### config.mk
export PLATFORM = sky130hd
export DESIGN_NAME = phys_free_list
export DESIGN_NICKNAME = d
export VERILOG_FILES = /design/src/rtl/phys_free_list_pkg.sv /design/src/rtl/phys_free_list.sv
export SDC_FILE = /design/constraint.sdc
export NUM_CORES = 1
export LEC_CHECK = 0
export CORE_ASPECT_RATIO = 1.4
export CORE_MARGIN = 2
export CORE_UTILIZATION = 55
export DETAILED_ROUTE_END_ITERATION = 6
export GPL_ROUTABILITY_DRIVEN = 0
export PLACE_DENSITY = 0.81
export SKIP_CTS_REPAIR_TIMING = 1
export SLEW_MARGIN = 30
export SYNTH_ARGS = -nofsm -noshare
export SYNTH_HDL_FRONTEND = slang
export SYNTH_SLANG_ARGS = --single-unit
export TNS_END_PERCENT = 20
### constraint.sdc
create_clock -name clk -period 3.4 [get_ports clk]
set_clock_uncertainty 0.1 [all_clocks]
set_input_delay 0.68 -clock clk [delete_from_list [all_inputs] [get_ports clk]]
set_output_delay 0.68 -clock clk [all_outputs]
set_load 0.01 [all_outputs]
### src/rtl/phys_free_list_pkg.sv
// phys_free_list_pkg: shared rename-stage register-file constants and types
package phys_free_list_pkg;
  localparam int PHYS_REG_BITS = 6;
  localparam int ARCH_REG_BITS = 5;
  localparam int NUM_ARCH = 32;
  localparam int FL_DEPTH = (1 << PHYS_REG_BITS) - NUM_ARCH;
  typedef logic [PHYS_REG_BITS-1:0] phys_reg_t;
  typedef logic [ARCH_REG_BITS-1:0] arch_reg_t;
endpackage

### src/rtl/phys_free_list.sv
// phys_free_list: ring-buffer pool of unmapped physical registers with one-cycle flush recovery
module phys_free_list
  import phys_free_list_pkg::*;
#(
  parameter int PHYS_REG_BITS = phys_free_list_pkg::PHYS_REG_BITS,
  parameter int NUM_ARCH = phys_free_list_pkg::NUM_ARCH,
  parameter int DEPTH = phys_free_list_pkg::FL_DEPTH
) (
  input  logic                       clk,
  input  logic                       rst,
  input  logic                       alloc_req_i,
  output logic [PHYS_REG_BITS-1:0]   alloc_pd_o,
  output logic                       alloc_valid_o,
  input  logic                       free_we_i,
  input  logic [PHYS_REG_BITS-1:0]   free_pd_i,
  input  logic                       flush_i,
  output logic [$clog2(DEPTH):0]     count_o,
  output logic                       full_o
);
  localparam int IW = $clog2(DEPTH);
  localparam int PW = IW + 1;
  logic [PHYS_REG_BITS-1:0] mem_q [DEPTH];
  logic [PW-1:0] head_q, head_d, tail_q, tail_d;
  logic deq, enq;
  assign count_o = tail_q - head_q;
  assign full_o = count_o == PW'(DEPTH);
  assign alloc_valid_o = count_o != '0;
  assign alloc_pd_o = mem_q[head_q[IW-1:0]];
  assign deq = alloc_req_i && alloc_valid_o && !flush_i;
  assign enq = free_we_i && free_pd_i != '0 && !full_o;
  // Flush rewinds head to exactly DEPTH entries behind the post-enqueue tail; those slots still hold the speculative pds.
  always_comb begin
    tail_d = tail_q + PW'(enq);
    head_d = flush_i ? {~tail_d[PW-1], tail_d[IW-1:0]} : head_q + PW'(deq);
  end
  // Pointer registers; reset leaves the list full (wrap bits differ, indices equal).
  always_ff @(posedge clk) begin
    if (rst) begin
      head_q <= '0;
      tail_q <= PW'(DEPTH);
    end else begin
      head_q <= head_d;
      tail_q <= tail_d;
    end
  end
  // Ring storage: reset loads the registers above the identity-mapped ones, commits write at tail.
  always_ff @(posedge clk) begin
    if (rst) begin
      for (int i = 0; i < DEPTH; i++) mem_q[i] <= PHYS_REG_BITS'(NUM_ARCH + i);
    end else if (enq) begin
      mem_q[tail_q[IW-1:0]] <= free_pd_i;
    end
  end
  // A release while full means the pool lost track of a register; flag it in simulation.
  always @(posedge clk) begin
    if (!rst && free_we_i && full_o) assert (1'b0) else $warning("phys_free_list: release of p%0d dropped, list full", free_pd_i);
  end
endmodule
==> results.ini, run 1 <==
[run_status]
run_status = complete, but fails checks
violations = design-rule violations, negative setup slack

[pwr]
net-switching-power_w = 0.00174
power_frac_comb_pct = 19.9
p_sw_share_pct = 27.0
p_per_area_nw_per_um2 = 542
intPower_w = 0.00472
irDropWorstVdd_v = 0.000344
total_power_w = 0.00646
pwr-share-clk_pct = 36.3
p_leak_nw = 3.79
seq_power_share_pct = 43.8

[global_route]
grt-ovfl-total = 0
grt_use_total_pct = 28.1
grt_pass1_vias = 7542
antenna_found_initial = 0
grt_pass1_wl_mm = 42.4
grt_max_degree = 81

[timing]
post-route-min-period_ns = 3.47
max_freq_mhz = 288
worst-slew-pin-transition_ns = 0.932
setup_tns_ns = -0.139
hold_violations = 0
finalSetupViolations = 3
hold_ws_ns = 0.471
maxSlewViolCount = 0
maxSlewHeadroom_pct = 37.9
layout_setup_ws_ns = -0.0692
fin_crit_sh_pct = 102
rsz0062_at_grt = yes

[routing]
remaining_drc_errors = 2
drtAntennaViolNets = 0
vias_per_cell = 6.68
vias = 7888
drt-wirelength-per-cell_um = 24.6
drtPass1Iterations = 7
wl_mm = 29.0
drtIter0Drc = 1038

[min_path]
hold_end = tail_q[5]
hold_depth = 2
hold_class = reg -> reg
min_from = tail_q[5]

[setup_path]
worstSetupEndpointType = output port
worstSetupPathType = reg -> out
cp_data_required_time_ns = 2.62
cp_cell_sequence = buf_6, clkbuf_16, buf_6, mux4_2, mux4_2, nand2_2, nand3_2, buf_6
rr_worst_depth = 11
r2r_end = mem_q[12][1]
crit_fanout = 6
startpoint_type = register
worst-r2r-setup-slack_ns = 0.01
slowest_delay_ns = 0.55
crit_slowest_cell = mux4_2
cpMostUsedCell = buf_6
cp.arrival_ns = 2.69
rr_startpoint = tail_q[0]

[synth]
synth_top_area_share_pct = 55.2
ys.flop_type = edfxtp_1
syn_nets = 931
synth_edf_count = 192
synth_top_area_cell = edfxtp_1
yosysSeqAreaShare_pct = 57.5
synth.top_cells.by_area = edfxtp_1, mux4_2, nand3_1
ys_ff_latch = 204
yosysWarnings = 0
ys_types = 45
synth_cells = 910
syn_area_per_cell_um2 = 11.5
synthArstFlopShare_pct = 0
netlist_area_um2 = 10500

[clocking]
cts_made_buffers = 19
clock_path_buffers = 3
path_clk_slew_ns = 0.07
root_buffer = clkbuf_16
htreeDepth = 1
clkLatencyLatePin_ns = 0.50
clock_sinks = 204
cts_tree = built

[placed_design]
dp_hpwl_mm = 17.8
placed_cells = 1130
post-place-ws_ns = 0.0527
io_buffers = 24

[cells_and_area]
layout.nets = 945
num_antenna_cells = 0
syn2layout_area_growth_pct = 14.1
fillers = 1366
drive_gt1_share_pct = 17.3
fin_cells = 1180

[floorplan]
fp.dieH_um = 167
die_width_um = 121
initial_core_util_pct = 56.2
die_area_um2 = 20100
coreArea_um2 = 18600
row_count = 59
ioPinCount = 25

[flow_run]
maxCapViolCount = 0

[cells in the mapped netlist, drive strengths merged, types with 2 or more instances]
master,n
nand2b,4
a21oi,16
nand3,135
xor2,5
nand2,60
a41o,32
and3b,2
inv,10
nor3,85
dfxtp,12
xnor2,7
buf,56
mux4,30
clkbuf,35
nor3b,3
ha,9
a211oi,3
nor2b,2
edfxtp,192
nor2,130
and2,4
mux2i,50
a22oi,12
[critical path: cells and delay by family, from the launching register on]
| family | cells | cell delay, ns |
|---|---|---|
| flops | 1 | 0.42 |
| simple gates | 2 | 0.18 |
| mux | 2 | 1.08 |
| buf+inv | 4 | 0.49 |
[worst max path at each step]
stage	from	end	cells after the start
after floorplan	tail_q[0]	head_q[4]	15
after global placement	free_pd_i[5]	head_q[4]	9
after detailed placement	free_pd_i[5]	head_q[4]	9
after CTS	tail_q[0]	full_o	9
after global routing	head_q[0]	alloc_pd_o[4]	8
final	head_q[0]	alloc_pd_o[0]	8
[power by group through the flow]
stage / logic (W) / registers [W] / clock network (W)
after floorplan: 0.000771 / 0.00286 / 0
after global placement: 0.00112 / 0.00288 / 0
after detailed placement: 0.00113 / 0.00288 / 0
after CTS: 0.00114 / 0.00282 / 0.00234
after global routing: 0.00134 / 0.00283 / 0.00244
final: 0.00129 / 0.00283 / 0.00234
[flip-flops by register name, indices dropped and copies added, names as in the netlist]
register / flops
mem_q: 192
tail_q: 6
head_q: 6
[area by class of cell]
type / instances / area (um2) / share of cell area, %
inverter: 11 / 41.3 / 0.346
clock inverter: 12 / 188 / 1.57
timing repair buffer: 84 / 795 / 6.66
sequential: 204 / 6020 / 50.5
multi-input combinational: 604 / 4090 / 34.3
clock buffer: 21 / 483 / 4.05
tap: 244 / 305 / 2.56
[cell families after synthesis]
| kind of cell | synth area share (%) |
|---|---|
| xor gates and xnor gates | 1.01 |
| muxes | 11.4 |
| AOI/OAI and AO/OA | 5.48 |
| adders and majority gates | 1.27 |
| and+or+nand+nor | 18.8 |
| buffers and inverters | 4.67 |
| DFF | 57.5 |
[placed cells by master (no fill, tap or decap), drive strengths merged, types with 2 or more instances in the layout]
| master | synthesis | routed |
|---|---|---|
| buf | 56 | 61 |
| nor3 | 85 | 85 |
| xnor2 | 7 | 7 |
| clkdlybuf4s50 | 0 | 15 |
| nand3 | 135 | 135 |
| nor2b | 2 | 2 |
| and2 | 4 | 4 |
| edfxtp | 192 | 192 |
| nand2 | 60 | 60 |
| ha | 9 | 9 |
| xor2 | 5 | 5 |
| bufinv | 0 | 5 |
| nor3b | 3 | 3 |
| and3b | 2 | 2 |
| a22oi | 12 | 12 |
| clkinv | 1 | 7 |
| mux2i | 50 | 50 |
| inv | 10 | 10 |
| nand2b | 4 | 4 |
| nor2 | 130 | 130 |
| a41o | 32 | 32 |
| a21oi | 16 | 16 |
| dlymetal6s2s | 0 | 4 |
| clkbuf | 35 | 25 |
| dfxtp | 12 | 12 |
| mux4 | 30 | 30 |
| a211oi | 3 | 3 |
[routing by layer]
metal | global-route usage [%] | vias up | share of wire (%)
met1 | 30.8 | 3702 | 31
met5 | 0 | - | 0
met3 | 4.63 | 165 | 9.8
met2 | 49.3 | 601 | 52
li1 | - | 3420 | -
met4 | 19.1 | 0 | 7.5
[through the flow]
stage / utilization (%) / cell area (um2)
detailed placement: 58.9 / 11000
global placement: 58.9 / 11000
global route: 64.1 / 11900
CTS: 62.6 / 11600
finish: 64.1 / 11900
floorplan: - / 10500
Power figures use the tool's default switching activity.
==> run 2, diff against run 1 <==
Settings changed: TNS_END_PERCENT 20 to 10.
==> results.ini, run 2 (synthesis gave the netlist of run 1 again) <==
[run_status]
run_status = complete, but fails checks
violations = negative setup slack

[pwr]
p_sw_share_pct = 26.8
power_frac_comb_pct = 19.4
seq_power_share_pct = 44.1
net-switching-power_w = 0.00172
p_leak_nw = 3.79
intPower_w = 0.00469
p_per_area_nw_per_um2 = 543
total_power_w = 0.00641
pwr-share-clk_pct = 36.5
irDropWorstVdd_v = 0.000354

[cells_and_area]
largestRegisters = mem_q: 192 flops, head_q: 6 flops, tail_q: 6 flops
layout.nets = 942
final_cell_mix = edfxtp_1, nand3_1, nor2_1, nor3_1, nand2_1
final_common_cell = edfxtp_1
top_register = mem_q
largest_reg_flops = 192
fillers = 1375
num_antenna_cells = 0
syn2layout_area_growth_pct = 13.1
fin_cells = 1177
drive_gt1_share_pct = 15.5

[clocking]
clock_path_buffers = 3
cts_made_buffers = 19
htreeDepth = 1
path_clk_slew_ns = 0.07
clock_sinks = 204
cts_tree = built
root_buffer = clkbuf_16
clkLatencyLatePin_ns = 0.49

[setup_path]
rr_worst_depth = 16
worst-r2r-setup-slack_ns = -0.04
cp_data_required_time_ns = 2.62
startpoint_type = register
crit_slowest_cell = mux4_2
crit_fanout = 6
rr_startpoint = tail_q[0]
worstSetupEndpointType = output port
critPathBufInv = 4
cp.arrival_ns = 2.70
worstSetupPathType = reg -> out
slowest_delay_ns = 0.55
r2r_end = head_q[4]
cp_cell_sequence = buf_4, clkbuf_16, buf_4, mux4_2, mux4_2, nand2_2, nand3_2, buf_2
cp_top_family = multiplexers

[placed_design]
placed_cells = 1130
post-place-ws_ns = 0.0527
dp_hpwl_mm = 17.8
io_buffers = 24

[timing]
maxSlewHeadroom_pct = 37.6
hold_violations = 0
rsz0062_at_grt = yes
post-route-min-period_ns = 3.48
fin_crit_sh_pct = 102
max_freq_mhz = 287
maxSlewViolCount = 0
worst-slew-pin-transition_ns = 0.936
finalSetupViolations = 6
layout_setup_ws_ns = -0.0850

[min_path]
hold_class = reg -> reg
hold_end = tail_q[5]
hold_depth = 2
min_from = tail_q[5]

[routing]
drtAntennaViolNets = 0
wl_mm = 28.7
drtPass1Iterations = 6
vias = 7826
remaining_drc_errors = 0
vias_per_cell = 6.65
drtIter0Drc = 989
drt-wirelength-per-cell_um = 24.4

[floorplan]
row_count = 59
die_width_um = 121
ioPinCount = 25
fp.dieH_um = 167
initial_core_util_pct = 56.2
die_area_um2 = 20100
coreArea_um2 = 18600

[global_route]
grt_use_total_pct = 28.1
grt_max_degree = 81
grt-ovfl-total = 0
grt_pass1_vias = 7542
grt_pass1_wl_mm = 42.4
antenna_found_initial = 0

[flow_run]
maxCapViolCount = 0

-- run 2: cell count changes in the layout (fill, tap and decap cells not counted), sizes merged --
cell | previous run | this run
buf | 61 | 57
dlymetal6s2s | 4 | 5
-- run 2: worst max-delay path by stage --
stage	start	end	slack, ns	cells past startpoint
final	head_q[0]	alloc_pd_o[0]	-0.08	8
after global routing	head_q[4]	count_o[5]	-0.19	6
after CTS	tail_q[0]	full_o	-0.41	9
after detailed placement	free_pd_i[5]	head_q[4]	0.05	9
after global placement	free_pd_i[5]	head_q[4]	0.09	9
after floorplan	tail_q[0]	head_q[4]	0.17	15
-- run 2: power groups by stage --
stage	Clock, W	Sequential, W	Combinational, W
CTS	0.00234	0.00282	0.00114
detailed placement	0	0.00288	0.00113
floorplan	0	0.00286	0.000771
global placement	0	0.00288	0.00112
global route	0.00243	0.00283	0.00130
finish	0.00234	0.00283	0.00125
-- run 2: stage by stage --
stage	TNS [ns]	hold WS [ns]	instance area, um2	util, %
after floorplan	0	0.405	10500	-
after global placement	0	0.430	11000	58.9
after detailed placement	0	0.450	11000	58.9
after CTS	-2.28	0.468	11600	62.6
after global routing	-0.893	0.492	11800	63.5
final	-0.271	0.465	11800	63.5
-- run 2: cell type report --
| cell class | instances | area [um2] | share of cell area (%) |
|---|---|---|---|
| Clock buffer | 21 | 483 | 4.09 |
| Clock inverter | 12 | 188 | 1.59 |
| Inverter | 11 | 41.3 | 0.349 |
| Multi-Input combinational cell | 604 | 4030 | 34.1 |
| Sequential cell | 204 | 6010 | 50.9 |
| Tap cell | 244 | 305 | 2.58 |
| Timing Repair Buffer | 81 | 762 | 6.45 |
-- run 2: tightest hold or removal path, delay by kind of cell, from the launching register on --
| family | cells | cell delay [ns] |
|---|---|---|
| flops | 1 | 0.36 |
| xor+xnor | 1 | 0.08 |
| simple gates | 1 | 0.08 |
-- run 2: per-layer routing --
metal  GRT usage [%]  vias up  share of wire (%)  wire (um)
li1                -     3419                  -          -
met3            4.63      140                9.4       2710
met2            49.3      596                 52      14900
met5               0        -                  0          0
met1            30.8     3671                 32       9090
met4            19.1        0                6.9       1990
